$ cat config.mk
export PLATFORM = sky130hd
export DESIGN_NAME = mackerel_bus_ctrl
export DESIGN_NICKNAME = d
export VERILOG_FILES = /design/src/rtl/mackerel_pkg.sv /design/src/rtl/mackerel_bus_watchdog.sv /design/src/rtl/mackerel_bus_ctrl.sv
export SDC_FILE = /design/constraint.sdc
export NUM_CORES = 1
export LEC_CHECK = 0
export CORE_MARGIN = 8
export CORE_UTILIZATION = 48
export DETAILED_ROUTE_END_ITERATION = 8
export GPL_ROUTABILITY_DRIVEN = 0
export GPL_TIMING_DRIVEN = 0
export PLACE_DENSITY = 0.74
export RECOVER_POWER = 25
export SYNTH_ARGS = -nofsm -noshare
export SYNTH_HDL_FRONTEND = slang
export SYNTH_SLANG_ARGS = --single-unit
$ cat constraint.sdc
create_clock -name CLK -period 2.3 [get_ports CLK]
set_clock_uncertainty 0.15 [all_clocks]
set_input_delay 0.345 -clock CLK [delete_from_list [all_inputs] [get_ports CLK]]
set_output_delay 0.345 -clock CLK [all_outputs]
set_load 0.02 [all_outputs]
$ cat src/rtl/mackerel_pkg.sv
// ============================================================================
// mackerel_pkg
// Shared state/cycle-class encodings and default timing constants for the
// Mackerel bus-cycle terminator and address decoder.
// Revision: 1.0
// ============================================================================
`default_nettype none

package mackerel_pkg;

    typedef enum logic [1:0] {
        ST_IDLE  = 2'd0,
        ST_WAIT  = 2'd1,
        ST_ACK   = 2'd2,
        ST_FAULT = 2'd3
    } state_t;

    typedef enum logic [2:0] {
        CL_NONE = 3'd0,
        CL_RAM  = 3'd1,
        CL_ROM  = 3'd2,
        CL_MFP  = 3'd3,
        CL_IACK = 3'd4
    } class_t;

    localparam int C_DEFAULT_ROM_WS       = 2;
    localparam int C_DEFAULT_RAM_WS       = 0;
    localparam int C_DEFAULT_BERR_TIMEOUT = 64;

    // MFPEN is not qualified by AS upstream, so it is gated here.
    function automatic class_t decode_class(
        input logic       as_n,
        input logic       romen_n,
        input logic [2:0] ramen_n,
        input logic       mfpen_n,
        input logic       iack_n
    );
        class_t cls;
        if (!iack_n)
            cls = CL_IACK;
        else if (!mfpen_n && !as_n)
            cls = CL_MFP;
        else if (!romen_n)
            cls = CL_ROM;
        else if (!(&ramen_n))
            cls = CL_RAM;
        else
            cls = CL_NONE;
        return cls;
    endfunction

endpackage

`default_nettype wire

$ cat src/rtl/mackerel_bus_watchdog.sv
// ============================================================================
// mackerel_bus_watchdog
// 8-bit bus-cycle counter with clear/enable; o_tc flags the edge on which
// the count reaches TIMEOUT.
// Revision: 1.0
// ============================================================================
`default_nettype none

module mackerel_bus_watchdog #(
    parameter int TIMEOUT = 64
) (
    input  logic CLK,
    input  logic RST,
    input  logic i_clr,
    input  logic i_en,
    output logic o_tc
);

    localparam logic [7:0] C_TC = 8'(TIMEOUT - 1);

    logic [7:0] r_cnt;

    always_ff @(posedge CLK) begin
        if (!RST)
            r_cnt <= '0;
        else if (i_clr)
            r_cnt <= '0;
        else if (i_en)
            r_cnt <= r_cnt + 8'd1;
    end

    // Count was cleared at E0, so reaching TIMEOUT-1 means this edge is E0+TIMEOUT.
    assign o_tc = i_en && (r_cnt == C_TC);

endmodule

`default_nettype wire

$ cat src/rtl/mackerel_bus_ctrl.sv
// ============================================================================
// mackerel_bus_ctrl
// 68k bus-cycle terminator: registered DTACK with per-region wait states,
// autovector VPA for unanswered IACK, watchdog BERR with saturating count.
// Revision: 1.0
// ============================================================================
`default_nettype none

module mackerel_bus_ctrl
    import mackerel_pkg::*;
#(
    parameter int ROM_WS       = C_DEFAULT_ROM_WS,
    parameter int RAM_WS       = C_DEFAULT_RAM_WS,
    parameter int BERR_TIMEOUT = C_DEFAULT_BERR_TIMEOUT
) (
    input  logic       CLK,
    input  logic       RST,
    input  logic       AS,
    input  logic       ROMEN,
    input  logic [2:0] RAMEN,
    input  logic       MFPEN,
    input  logic       IACK,
    input  logic       DTACK_MFP,
    output logic       DTACK,
    output logic       VPA,
    output logic       BERR,
    output logic [7:0] BERR_CNT
);

    state_t     r_state,    w_state;
    class_t     r_class,    w_class;
    logic [3:0] r_ws_cnt,   w_ws_cnt;
    logic       r_dtack,    w_dtack;
    logic       r_vpa,      w_vpa;
    logic       r_berr,     w_berr;
    logic [7:0] r_berr_cnt, w_berr_cnt;

    logic   w_wd_clr;
    logic   w_wd_en;
    logic   w_wd_tc;
    logic   w_ack;
    class_t w_sel_class;

    assign w_sel_class = decode_class(AS, ROMEN, RAMEN, MFPEN, IACK);

    mackerel_bus_watchdog #(
        .TIMEOUT (BERR_TIMEOUT)
    ) u_watchdog (
        .CLK   (CLK),
        .RST   (RST),
        .i_clr (w_wd_clr),
        .i_en  (w_wd_en),
        .o_tc  (w_wd_tc)
    );

    always_ff @(posedge CLK) begin
        if (!RST) begin
            r_state    <= ST_IDLE;
            r_class    <= CL_NONE;
            r_ws_cnt   <= '0;
            r_dtack    <= 1'b1;
            r_vpa      <= 1'b1;
            r_berr     <= 1'b1;
            r_berr_cnt <= '0;
        end else begin
            r_state    <= w_state;
            r_class    <= w_class;
            r_ws_cnt   <= w_ws_cnt;
            r_dtack    <= w_dtack;
            r_vpa      <= w_vpa;
            r_berr     <= w_berr;
            r_berr_cnt <= w_berr_cnt;
        end
    end

    always_comb begin
        w_state    = r_state;
        w_class    = r_class;
        w_ws_cnt   = r_ws_cnt;
        w_dtack    = r_dtack;
        w_vpa      = r_vpa;
        w_berr     = r_berr;
        w_berr_cnt = r_berr_cnt;
        w_wd_clr   = 1'b0;
        w_wd_en    = 1'b0;
        w_ack      = 1'b0;

        case (r_state)
            ST_IDLE: begin
                w_dtack = 1'b1;
                w_vpa   = 1'b1;
                w_berr  = 1'b1;
                if (!AS) begin
                    w_state  = ST_WAIT;
                    w_class  = w_sel_class;
                    w_wd_clr = 1'b1;
                    case (w_sel_class)
                        CL_ROM:  w_ws_cnt = 4'(ROM_WS);
                        CL_RAM:  w_ws_cnt = 4'(RAM_WS);
                        default: w_ws_cnt = 4'd0;
                    endcase
                end
            end

            ST_WAIT: begin
                if (AS) begin
                    // Aborted cycle: nothing asserted, nothing counted.
                    w_state = ST_IDLE;
                end else begin
                    w_wd_en = 1'b1;
                    case (r_class)
                        CL_ROM, CL_RAM: begin
                            w_ack = (r_ws_cnt == 4'd0);
                            if (r_ws_cnt != 4'd0)
                                w_ws_cnt = r_ws_cnt - 4'd1;
                        end
                        CL_MFP, CL_IACK: w_ack = !DTACK_MFP;
                        default:         w_ack = 1'b0;
                    endcase

                    // A real acknowledge beats a coincident timeout.
                    if (w_ack) begin
                        w_dtack = 1'b0;
                        w_state = ST_ACK;
                    end else if (w_wd_tc) begin
                        if (r_class == CL_IACK) begin
                            w_vpa   = 1'b0;
                            w_state = ST_ACK;
                        end else begin
                            w_berr  = 1'b0;
                            w_state = ST_FAULT;
                            if (r_berr_cnt != 8'hFF)
                                w_berr_cnt = r_berr_cnt + 8'd1;
                        end
                    end
                end
            end

            ST_ACK, ST_FAULT: begin
                if (AS) begin
                    w_dtack = 1'b1;
                    w_vpa   = 1'b1;
                    w_berr  = 1'b1;
                    w_state = ST_IDLE;
                end
            end

            default: w_state = ST_IDLE;
        endcase
    end

    assign DTACK    = r_dtack;
    assign VPA      = r_vpa;
    assign BERR     = r_berr;
    assign BERR_CNT = r_berr_cnt;

endmodule

`default_nettype wire

# Yosys cells after proc, flatten, opt, wreduce, memory -nomap -nowiden

Cells that the tools add are included.

Flip-flop bits (word level): 28
Input port bits: 10
Output and inout port bits: 11
Word-level logic and storage cells: 94

Add/sub/neg operators: 3
Eq/ne operators: 21
Muxes and demuxes: 37
Bitwise gates (word level): 4
Reductions and logical operators: 21

Operators with widths:

| cell                                              | count |
|---|---|
| 2-to-1 mux 1 bit                                  | 18 |
| adder 8 x 1 -> 8 bit (second input constant)      | 2 |
| 2-to-1 mux 2 bit                                  | 8 |
| 2-to-1 mux 4 bit                                  | 4 |
| != test 2 bit (second input constant)             | 8 |
| AND reduction 5 bit                               | 3 |
| == test 3 x 2 -> 1 bit (second input constant)    | 3 |
| case mux 1 bit (3 select lines)                   | 3 |
| AND reduction 3 bit                               | 3 |
| == test 8 x 6 -> 1 bit (second input constant)    | 1 |
| != test 8 bit (second input constant)             | 1 |
| case mux 4 bit (2 select lines)                   | 1 |
| OR reduction 2 bit                                | 4 |
| case mux 2 bit (3 select lines)                   | 1 |
| AND reduction 6 bit                               | 1 |
| == test 2 bit (second input constant)             | 2 |
| zero test 4 bit                                   | 1 |
| != test 2 x 1 -> 1 bit (second input constant)    | 2 |
| != test 4 x 3 -> 1 bit (second input constant)    | 1 |
| inverter 1 bit                                    | 4 |
| nonzero test 4 bit                                | 1 |
| subtractor 4 x 1 -> 4 bit (second input constant) | 1 |
| == test 3 x 1 -> 1 bit (second input constant)    | 1 |
| == test 3 bit (second input constant)             | 1 |
| other kinds (8)                                   | 11 |

# Logic depth before layout (Yosys ltp)

Gate-level depths: netlist of run 1.

Word-level depth: 9
Gate-level depth with buffers: 7
Depth with buffers taken out: 6

# Modules after synthesis

Synthesis of run 1 repeated with hierarchy kept, for this count alone.

Cell total of the unflattened synthesis: 162
Area, all modules: 1,476.4 um^2

Modules (own cells, without submodules):

| module                | instances | cells an instance | area each (um^2) | seq. area each (um^2) |
|---|---|---|---|---|
| mackerel_bus_ctrl     | 1         | 123               | 1,124.8          | 400.4 |
| mackerel_bus_watchdog | 1         | 39                | 351.6            | 160.2 |

# Worst setup path before layout of run 1

OpenSTA, ideal clock, no wires.

Path kind: register -> register
Start: reg r_ws_cnt[0]
End: reg r_state[0]
Library setup time: 117 ps
Arrival time: 1,934 ps
Required time: 2,033 ps
Path slack: 99 ps
Cell stages (with the launch flop): 8
Buffers on the path: 1
Period minus slack after synthesis: 2,201 ps
Cells stage by stage: dfxtp_1 -> inv_1 -> ha_1 -> or4b_2 -> o21ai_0 -> buf_2 -> o21ai_0 -> a32o_1

Longest elaborated chain between the ends: 7
Elaborated cells between the ends (all ways): 9
Classes of those cells: eq/ne: 1; mux: 6; reduce/logical: 2

RTL lines:

| element                           | line                     | RTL |
|---|---|---|
| start: declaration                | mackerel_bus_ctrl.sv:32  | `logic [3:0] r_ws_cnt, w_ws_cnt;` |
| start signal: assignment          | mackerel_bus_ctrl.sv:68  | `r_ws_cnt <= w_ws_cnt;` |
| zero test 4 bit *                 | mackerel_bus_ctrl.sv:113 | `w_ack = (r_ws_cnt == 4'd0);` |
| case mux 1 bit (2 select lines) * | mackerel_bus_ctrl.sv:111 | `case (r_class)` |
| 2-to-1 mux 1 bit *                | mackerel_bus_ctrl.sv:106 | `if (AS) begin` |
| 2-to-1 mux 1 bit *                | mackerel_bus_ctrl.sv:88  | `case (r_state)` |
| 2-to-1 mux 2 bit                  | mackerel_bus_ctrl.sv:122 | `if (w_ack) begin` |
| 2-to-1 mux 2 bit                  | mackerel_bus_ctrl.sv:106 |  |
| case mux 2 bit (3 select lines)   | mackerel_bus_ctrl.sv:88  |  |
| end signal: assignment            | mackerel_bus_ctrl.sv:66  | `r_state <= w_state;` |
| end: declaration                  | mackerel_bus_ctrl.sv:30  | `state_t r_state, w_state;` |

Every way passes the cells marked *; elsewhere a longest branch is shown, timed or not. The select of a mux whose other input is x is not followed.
A chain may end at the register's enable or synchronous reset.

# Final worst setup path of run 1

Start: in AS
End: reg r_berr_cnt[3], in the netlist BERR_CNT[3]

Longest elaborated chain between the ends: 4
Elaborated cells between the ends (all ways): 5
Classes of those cells: mux: 2; bitwise: 1; reduce/logical: 2

RTL lines:

| element                         | line                        | RTL |
|---|---|---|
| start: declaration              | mackerel_bus_ctrl.sv:18     | `input logic AS,` |
| 2-to-1 mux 1 bit                | mackerel_bus_ctrl.sv:106    |  |
| 2-to-1 mux 1 bit                | mackerel_bus_ctrl.sv:88     |  |
| logical AND 1 bit               | mackerel_bus_watchdog.sv:33 | `assign o_tc = i_en && (r_cnt == C_TC);` |
| AND reduction 6 bit (no line) * | -                           |  |
| end signal: assignment          | mackerel_bus_ctrl.sv:72     | `r_berr_cnt <= w_berr_cnt;` |
| end: declaration                | mackerel_bus_ctrl.sv:36     | `logic [7:0] r_berr_cnt, w_berr_cnt;` |

Every way passes the cells marked *; elsewhere a longest branch is shown, timed or not.

==> results of run 1 <==
-- cell type report --
cell class,instances,area share
plain buffers,8,0.0238
clock buffers,3,0.0119
clock inverters,1,0.0159
inverters,6,0.0119
multi-input cells,144,0.500
flip-flops and latches,28,0.297
well taps,44,0.0291
repair buffers,21,0.110
-- state kept, by name, summed over array words and instances, names as in the netlist --
signal	count
VPA	1
DTACK	1
r_ws_cnt	4
r_state	2
BERR	1
r_class	3
u_watchdog.r_cnt	8
BERR_CNT	8
-- layout by cell type, fill, tap and decap left out, types with 2 or more instances in the layout --
cell	count
sky130_fd_sc_hd__a21oi_1	9
sky130_fd_sc_hd__and2_1	2
sky130_fd_sc_hd__buf_6	2
sky130_fd_sc_hd__clkbuf_1	6
sky130_fd_sc_hd__clkbuf_4	3
sky130_fd_sc_hd__clkdlybuf4s50_1	15
sky130_fd_sc_hd__dfxtp_1	27
sky130_fd_sc_hd__dlygate4sd3_1	5
sky130_fd_sc_hd__ha_1	4
sky130_fd_sc_hd__inv_1	6
sky130_fd_sc_hd__mux2i_1	7
sky130_fd_sc_hd__nand2_1	21
sky130_fd_sc_hd__nand2b_1	6
sky130_fd_sc_hd__nand3_1	5
sky130_fd_sc_hd__nand4_1	3
sky130_fd_sc_hd__nor2_1	15
sky130_fd_sc_hd__nor2b_1	4
sky130_fd_sc_hd__nor3_1	4
sky130_fd_sc_hd__nor3b_1	5
sky130_fd_sc_hd__nor4_1	3
sky130_fd_sc_hd__nor4_2	4
sky130_fd_sc_hd__o211ai_1	2
sky130_fd_sc_hd__o21ai_0	12
sky130_fd_sc_hd__o31ai_1	2
sky130_fd_sc_hd__or3_1	4
sky130_fd_sc_hd__or3b_2	2
sky130_fd_sc_hd__or4_1	2
sky130_fd_sc_hd__xnor2_1	5
-- worst reg2reg max path, stage by stage (launching register included) --
cell	delay, ps
sky130_fd_sc_hd__dfxtp_1	400
sky130_fd_sc_hd__or3b_4	430
sky130_fd_sc_hd__or3_1	400
sky130_fd_sc_hd__buf_6	160
sky130_fd_sc_hd__or4_1	500
sky130_fd_sc_hd__a21oi_2	140
-- through the flow --
step | hold WS, ps | setup slack, ps
3_3_place_gp | 316 | -369
4_1_cts | 353 | 1.12
6_report | 346 | 30.7
2_1_floorplan | 291 | 99.0
5_1_grt | 381 | -6.10
3_5_place_dp | 330 | -380
-- final timing paths --
path	cells past startpoint	endpoint	slack, ps	from
setup reg to reg	5	BERR_CNT[3]	70	r_state[0]
setup / recovery	6	BERR_CNT[3]	30	AS
hold / removal	2	BERR_CNT[7]	350	BERR_CNT[7]
hold reg to reg	2	BERR_CNT[7]	350	BERR_CNT[7]
-- logic make-up after synthesis --
logic type,share of synthesized area
XOR/XNOR,0.0348
multiplexers,0.0464
adder cells (fa/ha/maj),0.0331
AND/OR/NAND/NOR,0.329
buffers and inverters,0.0398
flip-flops,0.371
AO/OA/AOI/OAI,0.146
-- metal layers --
| layer | global-route usage | share of wire |
|---|---|---|
| met5 | 0 | 0 |
| met3 | 0.0248 | 0.037 |
| met1 | 0.155 | 0.42 |
| met4 | 0.0612 | 0.018 |
| met2 | 0.285 | 0.52 |
-- what timing repair did --
item | 4_1_cts | 5_1_grt
pin swaps | 1 | 1
setup buffers | 0 | 1
gates resized for setup | 4 | 14
setup endpoints to repair | 11 | 13
hold endpoints to repair | 0 | 0
-- power by group --
group | leakage, nW | internal [W] | switching, W
clock network | 0.0279 | 0.000176 | 0.000153
logic | 0.350 | 0.0000711 | 0.0000896
registers | 0.228 | 0.000500 | 0.0000149
==> impl_summary.md, run 1 <==
Run status
The run finished with clean final reports.

Yosys
The synthesized design contains 0 enable-type register cells. The share of Yosys cell area claimed by the top area cell type is 0.371. The total standard cell area after synthesis is between 1500 and 2000 um^2. The post-synth net total is 201. The sequential area share after synthesis is 0.371. Synthesis inferred 28 register bits. The number of distinct library cells after synthesis is 44. The average footprint of a synthesized cell is roughly 8 um^2.

In the synthesized netlist, the number of instances is 187. The number of synthesis warnings is 0. Among all cell types in the netlist, the one instantiated most often is sky130_fd_sc_hd__dfxtp_1. Ranked by total cell area, the synthesized netlist is headed by sky130_fd_sc_hd__dfxtp_1 37%, sky130_fd_sc_hd__nand2_1 5.2%, sky130_fd_sc_hd__mux2i_1 4.6%, sky130_fd_sc_hd__o21ai_0 4.3%, sky130_fd_sc_hd__nor2_1 3.7%. In the synthesized netlist the async set-or-reset flop fraction comes to 0. For this run, the leading register cell type out of synthesis is sky130_fd_sc_hd__dfxtp_1. In the synthesized netlist, the cells that appear most often are 28 x sky130_fd_sc_hd__dfxtp_1, 21 x sky130_fd_sc_hd__nand2_1, 15 x sky130_fd_sc_hd__nor2_1. The synthesized design spends more area on one cell type than any other, namely sky130_fd_sc_hd__dfxtp_1.

CTS
The total CTS buffers is 3. The maximum level of the CTS H-tree is 1. The clock passes through at most 2 buffers. The root buffer cell chosen for the clock tree is sky130_fd_sc_hd__clkbuf_4.

The clock tree from TritonCTS is yes. The later pin in the worst-skew pair is clocked with a latency of roughly 340 ps. The clock drives 28 sinks. For this design, the CTS-stage hold fixing added 0 buffers.

The register clock-pin slew on the reported worst setup and hold paths is around 150 ps.

Pwr
Power comes to 0.00100 W. The leakage power of the design is about 0.61 nW. The worst-case IR drop observed on VDD is between 0.2 and 0.3 mV.

The total power divided by cell area is roughly 530 nW/um^2.

Final layout
The area occupied by multi-input gates is 945 um^2. After routing the design area is 1890 um^2. After the last flow step, the layout net total stands at 226. The register area is about 560 um^2. The growth of design area from synthesis to finish is 25.1%. Fill cells in the final layout number roughly 270. The filler-free cell count of the finished design is 255. In the final layout, the share of cells above drive strength 1 is 0.0995. At the end of the flow the core is filled with cells to 0.624. The number of antenna diodes in the final layout is 0.

Timing
In the finished design, the share of the clock period the worst path needs comes to 0.987. The final max-slew violation count is 0. Setup violations remaining at the end of the flow were counted as 0. For the final routed database, the setup TNS stands at 0 ps. The minimum clock period after layout is approximately 2300 ps. Timing would allow up to approximately 440 MHz. The worst max-slew margin expressed relative to the limit is 0.565.

The number of hold-slack violations in the final timing report is 0. For the pin with the worst max-slew slack, the measured transition is 648 ps. Setup repair after global routing could not meet its margin everywhere.

Min path
The tightest min-delay check is of the reg -> reg type.

Setup path
The required time of the critical path is 2430 ps. STA classifies the critical path endpoint as a flip-flop. The maximum single-stage delay on the critical path is roughly 500 ps. At the worst endpoint, the arrival time is around 2400 ps. The library cell contributing the largest single delay on the critical path is sky130_fd_sc_hd__or4_1.

The buffers plus inverters on the worst setup path is 2. STA classifies the critical path startpoint as an input port. By startpoint and endpoint, the worst setup path is classified as in -> reg.

On the critical path the largest part of the delay comes from simple AND/OR/NAND/NOR gates. Of all nets on the critical path, the largest fanout is 10. Traced cell by cell, the critical path runs through clkdlybuf4s50_1 -> or3b_4 -> or3_1 -> buf_6 -> or4_1 -> a21oi_2.

Placement
The HPWL after detailed placement is ~2700 um. Summing all placed instances gives a cell area of around 1800 um^2. In this run, placement finished with an instance count of roughly 250. Port buffering added 20 buffers.

GRT
The residual overflow from global routing is 0. The first global-routing pass estimated 6340 um of wire. The number of global-route vias before repair came to between 1000 and 1500. The initial antenna violation count was 0.

Entering global routing, the biggest net connects 17 pins. The combined global-route utilization of all metal layers is 0.149.

Detailed routing
The detailed-route via count is roughly 1500. Dividing the detail-routed via count by the number of cells gives 5.73. Dividing the detail-routed wire length by the instance count gives roughly 15 um. The number of optimization iterations in the first detailed-route pass is 4. Wires add up to 3830 um. The remaining design rule violation count is 0.

The post-route antenna net violation count is 0. In this run, the number of DRC markers left after iteration 0 of detailed routing was 54.

Floorplan
The initial utilization of the core area, before any placement, comes to 0.499. 21 I/O pins were placed. The overall die area is ~5200 um^2. The initialized floorplan defines 20 standard-cell rows. The height of the chip is approximately 72 um. The core region is between 3000 and 4000 um^2. The width of the chip is 72.1 um.

Run
The max-capacitance violation count is 0.
No activity file was read; power rests on OpenSTA's default activity.
==> inputs of run 2 (changes only) <==
ABC_CLOCK_PERIOD_IN_PS = 2300   (was unset)
SETUP_SLACK_MARGIN = 0.15   (was unset)
SYNTH_HIERARCHICAL = 1   (was unset)
==> run 2 against run 1 <==
- clock power about the same
- sequential share of layout area decreased by 0.91 points
- final area increased by 3.4%
- largest cell class unchanged
- highest routed layer unchanged
==> impl_summary.md, run 2 <==
Run
Max-cap violations in this run came to 0.

Final layout
The multi-input combinational cells in the finished layout cover a total of approximately 910 um^2. Compared with the post-synthesis result, the final layout area differs by 32.3%. The post-layout net count is 213. The fill cell total of the finished layout is ~240.

The number of inserted diodes is 0. Once layout is complete, the utilization of the core stands at 0.656. The fraction of layout instances using a drive strength above 1 is 0.207. Leaving out fill and tap cells, the most frequent cells in the layout are 26 x sky130_fd_sc_hd__dfxtp_1, 17 x sky130_fd_sc_hd__nor2_1, 15 x sky130_fd_sc_hd__clkdlybuf4s50_1.

The filler-free cell count of the finished design is around 230. The library cell used most frequently in the layout, excluding fill and tap cells, is sky130_fd_sc_hd__dfxtp_1. The register area is about 560 um^2.

Placement
Detailed placement ended at an HPWL of around 2400 um. During placement, the flow inserted port buffers numbering 19. At the placement stage, the worst setup path has a slack of -166 ps. The number of placed instances with taps included is approximately 210.

Pwr
After layout, the design draws a total of 0.000965 W. The clock network power share is 0.340. The portion of total power attributed to sequential cells is 0.528. Internal power comes to ~0.00073 W. Across the VDD grid, the largest voltage drop is 0.266 mV. The power share of the combinational group is 0.132. Summed over all cells, the static leakage comes to ~0.69 nW. The fraction of power spent switching nets is 0.239. The analysis attributes to net switching a power of 0.000230 W. The total power divided by cell area is between 400 and 500 nW/um^2.

Yosys
The synthesized design contains 28 register bits. The share of synthesized area in the top cell type comes to 0.380. The average footprint of a synthesized cell is just over 9 um^2. The library cell with the highest instance count after synthesis is sky130_fd_sc_hd__dfxtp_1. In the synthesized netlist, the number of instances is around 160. Counting flops with a built-in enable in the synthesized netlist gives 0. The xor/xnor cell area share of the yosys netlist is 0.0653. The synthesized netlist occupies a cell area of ~1500 um^2. The most used flip-flop cell after synthesis is sky130_fd_sc_hd__dfxtp_1. Ranked by instance count, the synthesized netlist is headed by 28 x sky130_fd_sc_hd__dfxtp_1, 17 x sky130_fd_sc_hd__nor2_1, 12 x sky130_fd_sc_hd__nand2_1. The share of async-settable or async-resettable flops after synthesis is 0. Synthesis produced a netlist with a net count of 176. The number of distinct library cells after synthesis is between 40 and 50.

The adder-cell share of the synthesized area is 0.0339. The number of synthesis warnings is 6. Ranked by total cell area, the synthesized netlist is headed by sky130_fd_sc_hd__dfxtp_1 38%, sky130_fd_sc_hd__nor2_1 4.3%, sky130_fd_sc_hd__xnor2_1 4.2%, sky130_fd_sc_hd__nand2b_1 3.8%, sky130_fd_sc_hd__ha_1 3.4%. The sequential area share after synthesis is 0.380.

The synthesized design spends more area on one cell type than any other, namely sky130_fd_sc_hd__dfxtp_1. The dominant combinational cell family by area after synthesis is simple AND/OR/NAND/NOR gates. The compound-cell area share of the yosys netlist is 0.107. The simple-gate share of the synthesized area is 0.341. After synthesis, the share of cell area in mux cells is 0.0339.

GRT
After global routing the overflow that remains totals 0. The global-route wire length before repair is between 5000 and 6000 um. Entering global routing, the biggest net connects 17 pins. The initial antenna violation count is 0. For this run, the total global-route usage over all layers was measured as 0.140. The number of global-route vias before repair is 1347.

Timing
Setup violations remaining at the end of the flow were counted as 0. Setup repair after global routing could not meet its margin everywhere. The number of hold-slack violations in the final timing report is 0. The minimum clock period after layout is around 2300 ps. The final max-slew violation count is 0. Headroom to the max-slew limit came out at 0.660. Static timing analysis puts the maximum clock frequency at roughly 440 MHz. Dividing the final minimum period by the clock period gives 0.987. The final worst slack is 29.2 ps. For the pin with the worst max-slew slack, the measured transition is slightly above 500 ps.

Setup path
The library cell contributing the largest single delay on the critical path is sky130_fd_sc_hd__or3_4. The worst setup path is captured at a flip-flop. The data arrival time of the critical path is roughly 2400 ps. The critical path goes through buf_6 -> nor3b_4 -> buf_6 -> nand4_1 -> buf_4 -> buf_6 -> buf_6 -> buf_6 -> buf_6 -> or3_4 -> a21oi_2. For the worst setup path, the data required time is between 2000 and 2500 ps. The launching element type of the critical path is a flip-flop.

The worst setup path category is reg -> reg. The number of buffers and inverters on the critical path is 7. The largest driver fanout on the critical path is 3.

For this run, the slowest stage of the critical path takes roughly 360 ps. The kind of cell adding the most delay to the critical path is buffers and inverters. Counting stages on the worst path, the most repeated cell is sky130_fd_sc_hd__buf_6.

Floorplan
In this run the horizontal extent of the chip is about 70 um. In this run the vertical extent of the chip is slightly above 70 um. Pin placement for this block handled 21 I/O pins. The initial utilization of the core area, before any placement, comes to 0.496. In this run the core area contains 20 standard-cell rows. The core area is ~3000 um^2.

The floorplan step defined a die boundary enclosing 5110 um^2.

Detailed routing
The post-route antenna net violation count is 0. In the final routed layout, each cell accounts on average for 14.8 um. The total routed wirelength is between 3000 and 4000 um. In the routed layout, each cell is associated on average with a via count of between 5 and 6. The remaining design rule violation count is 0. The number of DRC violations after detailed-routing iteration 0 is 68. Before antenna repair, the detailed router went through 5 iterations.

For this block, the via count after detailed routing is roughly 1300.

Min path
The class of the tightest hold or removal check is in -> reg.

CTS
Counting the buffers created by CTS gives 3. The maximum level of the CTS H-tree is 1. The register clock-pin slew on the reported worst setup and hold paths is roughly 160 ps. The worst-skew pair later-pin latency is between 300 and 400 ps.

Hold repair after CTS inserted 0 buffers. Counting every sink on the clock net gives 28. The root buffer cell chosen for the clock tree is sky130_fd_sc_hd__clkbuf_4. The clock tree from TritonCTS is yes. The maximum buffer depth of the clock tree is 2.

Run status
The flow ran to the end, and the final reports show no timing, DRC or antenna violations.
==> run 2: power groups by stage <==
stage | Sequential (W) | Clock, W | Combinational (W)
6_report | 0.000509 | 0.000328 | 0.000128
5_1_grt | 0.000511 | 0.000350 | 0.000141
4_1_cts | 0.000509 | 0.000332 | 0.000129
3_5_place_dp | 0.000519 | 0 | 0.000123
3_3_place_gp | 0.000518 | 0 | 0.000120
2_1_floorplan | 0.000516 | 0 | 0.0000899
==> run 2: kinds of logic after synthesis <==
family                   count (synthesis)
adder cells (fa/ha/maj)                  4
multiplexers                             5
XOR/XNOR                                11
flip-flops                              28
AO/OA/AOI/OAI                           23
AND/OR/NAND/NOR                         80
buffers and inverters                   11
==> run 2: final timing paths <==
check / start / to / slack (ps) / cells after the start
worst max-delay path: r_state[1] / u_watchdog/r_cnt[6] / 30 / 11
worst min-delay path: AS / r_state[0] / 40 / 2
worst max register to register: r_state[1] / u_watchdog/r_cnt[6] / 30 / 11
worst min register to register: BERR / BERR / 330 / 2
==> run 2: layout make-up <==
type / instances / area share
Multi-Input combinational cell: 123 / 0.465
Sequential cell: 28 / 0.288
Timing Repair Buffer: 32 / 0.161
Buffer: 6 / 0.0250
Tap cell: 33 / 0.0211
Clock inverter: 1 / 0.0154
Inverter: 5 / 0.0122
Clock buffer: 3 / 0.0115
==> run 2: layer usage <==
layer | track usage | part of all wire
met5 | 0 | 0
met4 | 0.0340 | 0.0053
met3 | 0.0363 | 0.047
met2 | 0.257 | 0.50
met1 | 0.155 | 0.44
==> run 2: timing repair <==
item	4_1_cts	5_1_grt
resized for setup	5	10
setup buffers	11	2
pin swaps	7	7
setup endpoints to repair	8	11
==> run 2: per-stage QoR <==
step           hold WS [ps]  setup TNS [ps]  area (um^2)
2_1_floorplan           291               0         1510
3_3_place_gp            290            -421         1740
3_5_place_dp            310            -850         1740
4_1_cts                33.6               0         1910
5_1_grt                19.4            -181         1950
6_report               36.5               0         1950
==> inputs of run 3 (changes only) <==
ABC_CLOCK_PERIOD_IN_PS = unset   (was 2300)
==> results of run 3 <==
Same layout as run 2: the final DEF is identical, and so are final timing and power.
